$ cat src/rtl/seq_shifter_pkg.sv
// Shared op-code map and FSM state encoding for the multi-cycle shift/rotate/LFSR unit.
package seq_shifter_pkg;

    localparam logic [2:0] OP_CLR  = 3'b000;
    localparam logic [2:0] OP_LOAD = 3'b001;
    localparam logic [2:0] OP_ROR  = 3'b010;
    localparam logic [2:0] OP_ROL  = 3'b011;
    localparam logic [2:0] OP_SRA  = 3'b100;
    localparam logic [2:0] OP_SRL  = 3'b101;
    localparam logic [2:0] OP_LFSR = 3'b110;
    localparam logic [2:0] OP_SLL  = 3'b111;

    typedef enum logic [1:0] {
        S_IDLE = 2'd0,
        S_RUN  = 2'd1,
        S_DONE = 2'd2
    } state_t;

endpackage

$ cat src/rtl/seq_shift_step.sv
// Combinational shifter: applies k (<= STEP) single-bit steps of the selected op to data.
// LFSR stepping exists only when SEQ_SHIFTER_LFSR_EN is defined.
module seq_shift_step
    import seq_shifter_pkg::*;
#(
    parameter int               WIDTH   = 32,
    parameter int               STEP    = 1,
    parameter int               SHAMT_W = $clog2(WIDTH),
    parameter logic [WIDTH-1:0] TAPS    = WIDTH'(32'h8020_0003)
) (
    input  logic [2:0]         op,
    input  logic [WIDTH-1:0]   data,
    input  logic [SHAMT_W-1:0] k,
    output logic [WIDTH-1:0]   result
);

`ifndef SEQ_SHIFTER_LFSR_EN
    logic [WIDTH-1:0] unused_taps;
    assign unused_taps = TAPS;
`endif

    // Unrolled chain of single-bit steps; step i is active only while i < k.
    always_comb begin
        result = data;
        for (int i = 0; i < STEP; i++) begin
            if (i < int'(k)) begin
                case (op)
                    OP_ROR:  result = {result[0], result[WIDTH-1:1]};
                    OP_ROL:  result = {result[WIDTH-2:0], result[WIDTH-1]};
                    OP_SRA:  result = {result[WIDTH-1], result[WIDTH-1:1]};
                    OP_SRL:  result = {1'b0, result[WIDTH-1:1]};
                    OP_SLL:  result = {result[WIDTH-2:0], 1'b0};
`ifdef SEQ_SHIFTER_LFSR_EN
                    OP_LFSR: result = {^(result & TAPS), result[WIDTH-1:1]};
`endif
                    default: result = result;
                endcase
            end
        end
    end

endmodule

$ cat src/rtl/seq_shifter.sv
// Multi-cycle shift/rotate/LFSR unit with valid/ready handshakes on both sides.
// Define SEQ_SHIFTER_LFSR_EN to enable op 110 as an LFSR; otherwise it acts as LOAD.
module seq_shifter
    import seq_shifter_pkg::*;
#(
    parameter int               WIDTH   = 32,
    parameter int               STEP    = 1,
    parameter int               SHAMT_W = $clog2(WIDTH),
    parameter logic [WIDTH-1:0] TAPS    = WIDTH'(32'h8020_0003)
) (
    input  logic               clk,
    input  logic               rst_n,
    input  logic               in_valid,
    output logic               in_ready,
    input  logic [2:0]         in_op,
    input  logic [WIDTH-1:0]   in_data,
    input  logic [SHAMT_W-1:0] in_amt,
    input  logic               flush,
    output logic               out_valid,
    input  logic               out_ready,
    output logic [WIDTH-1:0]   out_data,
    output logic               busy
);

    localparam logic [SHAMT_W-1:0] STEP_W = SHAMT_W'(STEP);

    state_t             state_q, state_d;
    logic [2:0]         op_q, op_d;
    logic [WIDTH-1:0]   data_q, data_d;
    logic [SHAMT_W-1:0] rem_q, rem_d;
    logic               out_valid_q, out_valid_d;
    logic               in_ready_q, in_ready_d;
    logic               busy_q, busy_d;

    logic [2:0]         step_op;
    logic [WIDTH-1:0]   step_data, step_result;
    logic [SHAMT_W-1:0] step_amt, step_k;
    logic               is_direct;

    // The accept edge performs the first step, so latency is max(1, ceil(amt/STEP)).
    always_comb begin
        step_op   = (state_q == S_IDLE) ? in_op   : op_q;
        step_data = (state_q == S_IDLE) ? in_data : data_q;
        step_amt  = (state_q == S_IDLE) ? in_amt  : rem_q;
        step_k    = (step_amt < STEP_W) ? step_amt : STEP_W;
        is_direct = (in_op == OP_CLR) || (in_op == OP_LOAD) || (in_amt == '0)
`ifndef SEQ_SHIFTER_LFSR_EN
                    || (in_op == OP_LFSR)
`endif
                    ;
    end

    seq_shift_step #(
        .WIDTH  (WIDTH),
        .STEP   (STEP),
        .SHAMT_W(SHAMT_W),
        .TAPS   (TAPS)
    ) u_step (
        .op    (step_op),
        .data  (step_data),
        .k     (step_k),
        .result(step_result)
    );

    always_comb begin
        state_d = state_q;
        op_d    = op_q;
        data_d  = data_q;
        rem_d   = rem_q;
        if (flush) begin
            state_d = S_IDLE;
            rem_d   = '0;
        end else begin
            case (state_q)
                S_IDLE: begin
                    if (in_valid) begin
                        op_d = in_op;
                        if (is_direct) begin
                            data_d  = (in_op == OP_CLR) ? '0 : in_data;
                            rem_d   = '0;
                            state_d = S_DONE;
                        end else begin
                            data_d  = step_result;
                            rem_d   = in_amt - step_k;
                            state_d = (in_amt <= STEP_W) ? S_DONE : S_RUN;
                        end
                    end
                end
                S_RUN: begin
                    data_d = step_result;
                    rem_d  = rem_q - step_k;
                    if (rem_q <= STEP_W) state_d = S_DONE;
                end
                S_DONE: begin
                    if (out_ready) state_d = S_IDLE;
                end
                default: state_d = S_IDLE;
            endcase
        end
        out_valid_d = (state_d == S_DONE);
        in_ready_d  = (state_d == S_IDLE);
        busy_d      = (state_d != S_IDLE);
    end

    always_ff @(posedge clk or negedge rst_n) begin
        if (!rst_n) begin
            state_q     <= S_IDLE;
            op_q        <= OP_CLR;
            data_q      <= '0;
            rem_q       <= '0;
            out_valid_q <= 1'b0;
            in_ready_q  <= 1'b1;
            busy_q      <= 1'b0;
        end else begin
            state_q     <= state_d;
            op_q        <= op_d;
            data_q      <= data_d;
            rem_q       <= rem_d;
            out_valid_q <= out_valid_d;
            in_ready_q  <= in_ready_d;
            busy_q      <= busy_d;
        end
    end

    assign in_ready  = in_ready_q;
    assign out_valid = out_valid_q;
    assign out_data  = data_q;
    assign busy      = busy_q;

endmodule

$ cat config.mk
export PLATFORM = sky130hd
export DESIGN_NAME = seq_shifter
export DESIGN_NICKNAME = d
export VERILOG_FILES = /design/src/rtl/seq_shifter_pkg.sv /design/src/rtl/seq_shift_step.sv /design/src/rtl/seq_shifter.sv
export SDC_FILE = /design/constraint.sdc
export NUM_CORES = 1
export LEC_CHECK = 0
export CAP_MARGIN = 20
export CORE_MARGIN = 2
export CORE_UTILIZATION = 47
export DETAILED_ROUTE_END_ITERATION = 7
export HOLD_SLACK_MARGIN = 0.08
export PLACE_DENSITY = 0.75
export SYNTH_ARGS = -nofsm -noshare
export SYNTH_HDL_FRONTEND = slang
export SYNTH_SLANG_ARGS = --single-unit
$ cat constraint.sdc
create_clock -name clk -period 2.6 [get_ports clk]
set_clock_uncertainty 0.2 [all_clocks]
set_input_delay 0.65 -clock clk [delete_from_list [all_inputs] [get_ports clk]]
set_output_delay 0.65 -clock clk [all_outputs]
set_load 0.02 [all_outputs]
Yosys cells after proc, flatten, opt, wreduce, memory -nomap -nowiden
Cells that the tools add are included.
{"block": "totals", "ff_bits": 45, "word_cells": 60}
{"block": "classes", "bitwise_logic": 1, "magnitude_cmp": 4, "reduce_logical": 13, "add_sub_neg": 2, "n_eq_ne": 12, "mux": 21}
{"operator": "$mux 32", "n": 5}
{"operator": "$pmux 32 s5", "n": 1}
{"operator": "$pmux 32 s2", "n": 1}
{"operator": "$mux 5", "n": 5}
{"operator": "$eq 3x3->1 const B", "n": 4}
{"operator": "$mux 2", "n": 6}
{"operator": "$le 5x1->1 const B", "n": 2}
{"operator": "$pmux 5 s2", "n": 1}
{"operator": "$sub 5x5->5", "n": 2}
{"operator": "$eq 3x2->1 const B", "n": 2}
{"operator": "$pmux 2 s3", "n": 1}
{"operator": "$reduce_and 3->1", "n": 2}
{"operator": "$logic_not 5->1", "n": 1}
{"operator": "$lt 1x5->1 const A", "n": 1}
{"operator": "$lt 5x1->1 const B", "n": 1}
{"operator": "$eq 2x2->1 const B", "n": 2}
{"operator": "$logic_not 2->1", "n": 2}
{"operator": "$reduce_bool 2->1", "n": 2}
{"operator": "$eq 3x1->1 const B", "n": 1}
{"operator": "$logic_not 3->1", "n": 1}
{"operator": "$logic_or 1x1->1", "n": 3}
{"operator": "$mux 3", "n": 1}
{"operator": "$ne 3x3->1 const B", "n": 1}
{"operator": "$reduce_bool 3->1", "n": 1}
{"operator": "4 further kinds", "n": 4}

Logic depth before layout (Yosys ltp)
Gate-level depths: netlist of the first run.
{"block": "depth", "ltp_word": 9, "ltp_mapped": 13, "depth_no_buf": 10}

Modules after synthesis
Synthesis of the first run repeated with hierarchy kept, for this count alone.
{"block": "hier_totals", "hier_cells": 392, "area_unflattened_um2": 3852.4}
{"mod": "seq_shifter", "area_each_um2": 2796.4, "instances": 1, "cells_each": 249, "seq_area_each_um2": 1127.3}
{"mod": "seq_shift_step", "area_each_um2": 1056.0, "instances": 1, "cells_each": 143, "seq_area_each_um2": 0.0}

Worst setup path before layout of the first run
Ideal clock, no wire load.
{"block": "synth_path", "path_type": "register to register", "from": "register state_q[0]", "to": "register rem_q[4]", "path_slack_ps": -173, "period_less_slack_ps": 2773, "t_arrival_ps": 2487, "path_stages_with_launch": 13, "path_cell_list": "dfrtp_1 > buf_4 > nor2_1 > buf_2 > buf_2 > a31oi_1 > ha_1 > fa_1 > nor2b_1 > o21ai_0 > a211oi_1 > o21ai_0 > o211ai_1"}
{"block": "synth_between", "elab_chain_cells": 9, "elab_cells_between_ends": 14, "classes_between": "add/sub (2); order compare (1); eq/ne (2); mux (6); reduce/logical (3)"}
{"element": "start, declared", "line_no": "seq_shifter.sv:27", "text": "state_t state_q, state_d;"}
{"element": "start signal, assigned", "line_no": "seq_shifter.sv:115", "text": "state_q <= state_d;"}
{"element": "$logic_not 2->1", "line_no": "seq_shifter.sv:44, seq_shifter.sv:74"}
{"element": "$mux 5", "line_no": "seq_shifter.sv:44", "text": "step_amt = (state_q == S_IDLE) ? in_amt : rem_q;"}
{"element": "$lt 5x1->1", "line_no": "seq_shifter.sv:45", "text": "step_k = (step_amt < STEP_W) ? step_amt : STEP_W;"}
{"element": "$mux 5", "line_no": "seq_shifter.sv:45"}
{"element": "$sub 5x5->5", "line_no": "seq_shifter.sv:84", "text": "rem_d = in_amt - step_k;"}
{"element": "$mux 5", "line_no": "seq_shifter.sv:78", "text": "if (is_direct) begin"}
{"element": "$mux 5", "line_no": "seq_shifter.sv:76", "text": "if (in_valid) begin"}
{"element": "$pmux 5 s2", "line_no": "seq_shifter.sv:74", "text": "case (state_q)"}
{"element": "$mux 5", "line_no": "seq_shifter.sv:70", "text": "if (flush) begin"}
{"element": "end signal, assigned", "line_no": "seq_shifter.sv:118", "text": "rem_q <= rem_d;"}
{"element": "end, declared", "line_no": "seq_shifter.sv:30", "text": "logic [SHAMT_W-1:0] rem_q, rem_d;"}
Parallel ways exist; a longest one is shown, timed or not. The select of a mux whose other input is x is not followed.
A chain may end at the register's enable or synchronous reset.

Final worst setup path of the first run
{"block": "layout_path", "from": "register rem_q[4]", "to": "register rem_q[4]"}
{"block": "layout_between", "elab_chain_cells": 8, "elab_cells_between_ends": 9, "classes_between": "add/sub (2); order compare (1); mux (6)"}
{"element": "$mux 5", "line_no": "seq_shifter.sv:44"}
{"element": "$lt 5x1->1", "line_no": "seq_shifter.sv:45"}
{"element": "$mux 5", "line_no": "seq_shifter.sv:45"}
{"element": "$sub 5x5->5", "line_no": "seq_shifter.sv:84"}
{"element": "$mux 5", "line_no": "seq_shifter.sv:78"}
{"element": "$mux 5", "line_no": "seq_shifter.sv:76"}
{"element": "$pmux 5 s2 *", "line_no": "seq_shifter.sv:74"}
{"element": "$mux 5 *", "line_no": "seq_shifter.sv:70"}
Mark *: on every way between the ends. The rest lies on a longest branch, timed or not. The select of a mux whose other input is x is not followed.

==> metrics.txt, run 1 <==
status=finished, violations left; failing checks=setup timing; Area contributors post-synth=dfrtp_1 29%, mux2_2 9.5%, a22o_1 7.2%; global route overflow=0; EDFF count, synth=0; routed vias=3851; Final min period=2.63 ns; port buffer count=79; combinational share of power=55.6%; fraction of the yosys area taken by sequential cells=29.8%; Reg clk slew, reported paths=0.09 ns; total wire length=11.1 mm; Syn Area/Cell=9.01 µm²; First-pass DRT Iterations=6; largest net degree at the start of global routing=25; Mapped Area=approximately 0.0038 mm²; RSZ-0062 raised after global routing=true; Yosys warning count=0; asr flop ratio synth=100%; antenna-violating nets left=0; Clk network pwr share=13.4%; Area growth syn-to-layout=35.5%; H-tree Lvls=2; synthesized flop and latch total=45; final setup margin=-0.0258 ns; row count=32; Register Area=about 0.0011 mm²; Die H=93.7 µm; Post-synth top cells=45 x nand2_1, 44 x dfrtp_1, 33 x a22oi_1; initial cell density of the core=48.7%; Cell Count, Final, Fillers Out=632; overall power=3.75 mW; fillcell total=669; I/O pin count=80; DP HPWL=7.96 mm; Fin. Hold Viols=0; Final Setup Violations=1; initial antenna violation count=0; clock root cell=clkbuf_8; Inst Count DP=622; Slew Viols, Final=0; Max-Cap Viols=0; placed instance area=about 0.0050 mm²; Main synth FF type=dfrtp_1; Leakage=between 2 and 2.5 nW; layout cell share with drive strength beyond 1=21.5%; drt wl/cell=17.5 µm; Final nets=585; Slew headroom=55.1%; CTS buffer count=5; Hold/Removal Path Class=flop to flop; setup TNS=-0.0258 ns; GRT Overall Usage=between 20% and 30%; CP Capture Type=flop; DIE WIDTH=93.7 µm; die area=0.00878 mm²; TritonCTS clock tree=built; Sequential Power Share=30.9%; VDD IR-drop max=0.358 mV; startpoint types=flop; Core Box Area=0.00777 mm²; DRT iter0 DRCs=287; Req. time, crit path=2.63 ns; CTS sink cnt=45; critical path class=flop to flop; Slowest cell on crit path=or4_4; vias per cell=a little over 6; vias in the first global route=3829; worst path cell trace=or4_4 > nor3_4 > a31oi_2 > ha_2 > fa_2 > nor2b_2 > o21ai_2 > a211oi_2 > o21ai_1 > o211ai_1; Switching Share=between 40% and 50%; actual slew at the worst max-slew pin=0.673 ns; post-route cell area=0.00513 mm²; Unique masters post-synth=58; top cell type's share of synthesized area=29.1%; worst skew pair latency=0.31 ns; CP arrival=2.66 ns; Worst Path Max Fanout=2; Cells after Synth=between 400 and 500; global-route wire length before repair=18.4 mm; Crit path max-delay family=simple AND/OR/NAND/NOR gates; pwr/cell area=731 mW/mm²; slowest stage delay, CP=0.58 ns; # diodes=0; area leader, netlist=dfrtp_1; switching pwr=1.52 mW; Final Util=66.0%; CP Buf/Inv Count=0; # DRC=0; most frequent cell after synthesis=nand2_1; internal power=2.23 mW; RD Place Congestion=0.857; Fmax=between 300 and 400 MHz; Final period util=101%; Multi-input gate area=0.00252 mm²; CTS Buffer Depth=2
[metal layers]
layer  global-route usage [%]  up-vias  wire (µm)
met2                     42.4      161       5260
met1                     35.0     1880       4900
li1                         -     1794          -
met5                        0        -          0
met3                     4.09       16        712
met4                     8.94        0        180
[metrics by stage]
step / worst slack (ns) / hold WS [ns]
2_1_floorplan: 0.00620 / 0.154
3_3_place_gp: -0.463 / 0.306
3_5_place_dp: -0.534 / 0.328
4_1_cts: -0.0263 / 0.366
5_1_grt: -0.154 / 0.441
6_report: -0.0258 / 0.403
[final timing paths]
kind	startpoint	to	slack, ns	depth (start not counted)
min in group asynchronous	rst_n	out_data[27]$_DFFE_PN0P_	0.55	2
hold / removal	rem_q[0]$_DFFE_PN0P_	rem_q[0]$_DFFE_PN0P_	0.40	1
setup reg to reg	rem_q[4]$_DFFE_PN0P_	rem_q[4]$_DFFE_PN0P_	-0.03	10
max in group asynchronous	rst_n	in_ready$_DFF_PN1_	1.02	3
hold reg to reg	rem_q[0]$_DFFE_PN0P_	rem_q[0]$_DFFE_PN0P_	0.40	1
setup / recovery	rem_q[4]$_DFFE_PN0P_	rem_q[4]$_DFFE_PN0P_	-0.03	10
[final cells by class]
cell class | count | share of cell area [%]
well taps | 102 | 2.49
flip-flops and latches | 45 | 22.0
clock buffers | 7 | 1.88
clock inverters | 1 | 0.0976
multi-input cells | 341 | 49.2
inverters | 8 | 0.586
repair buffers | 128 | 23.7
[cell usage in the layout, fill, tap and decap left out, types with 7 or more instances in the layout]
cell and count:
a21o_1 29, a21oi_1 7, a22o_1 31, a22oi_1 33
buf_4 43, clkbuf_8 7, clkdlybuf4s50_1 74, conb_1 9
dfrtp_1 44, ha_1 7, inv_1 8, mux2_2 32
nand2_1 45, nand3_1 30, nor2_1 9, o21a_1 27
[sequential cells by signal (all words and copies together), names as in the netlist]
signal	count
out_valid	1
busy	1
op_q	3
state_q	2
rem_q	5
in_ready	1
out_data	32
[timing repair]
action,in CTS,in global routing
resized for setup,13,3
hold endpoints to repair,10,0
pin swaps,13,5
buffers inserted,1,0
hold buffers,1,0
endpoints found under the setup margin,3,6
[power groups by stage]
stage | sequential [mW] | clock [mW] | combinational (mW)
after CTS | 1.15 | 0.509 | 2.08
after global routing | 1.19 | 0.543 | 2.24
after detailed placement | 1.16 | 0 | 2.05
after floorplan | 1.34 | 0 | 1.05
final | 1.16 | 0.504 | 2.08
after global placement | 1.16 | 0 | 2.01
[kinds of logic (layout without fill, tap and decap cells)]
kind of cell	after synthesis	count (layout)	synth area share [%]
other	2	9	0.199
AND/OR/NAND/NOR	120	120	16.1
AO/OA/AOI/OAI	164	164	32.7
flip-flops	45	45	29.8
buffers and inverters	41	144	6.32
adder cells (fa/ha/maj)	11	11	4.04
multiplexers	34	34	10.1
XOR/XNOR	3	3	0.695
(Power assumes the default switching activity.)
==> run 2, diff against run 1 <==
- TNS_END_PERCENT: not set -> 100
==> results of run 2 <==
No change in the layout: final DEF, timing and power equal those of run 1.
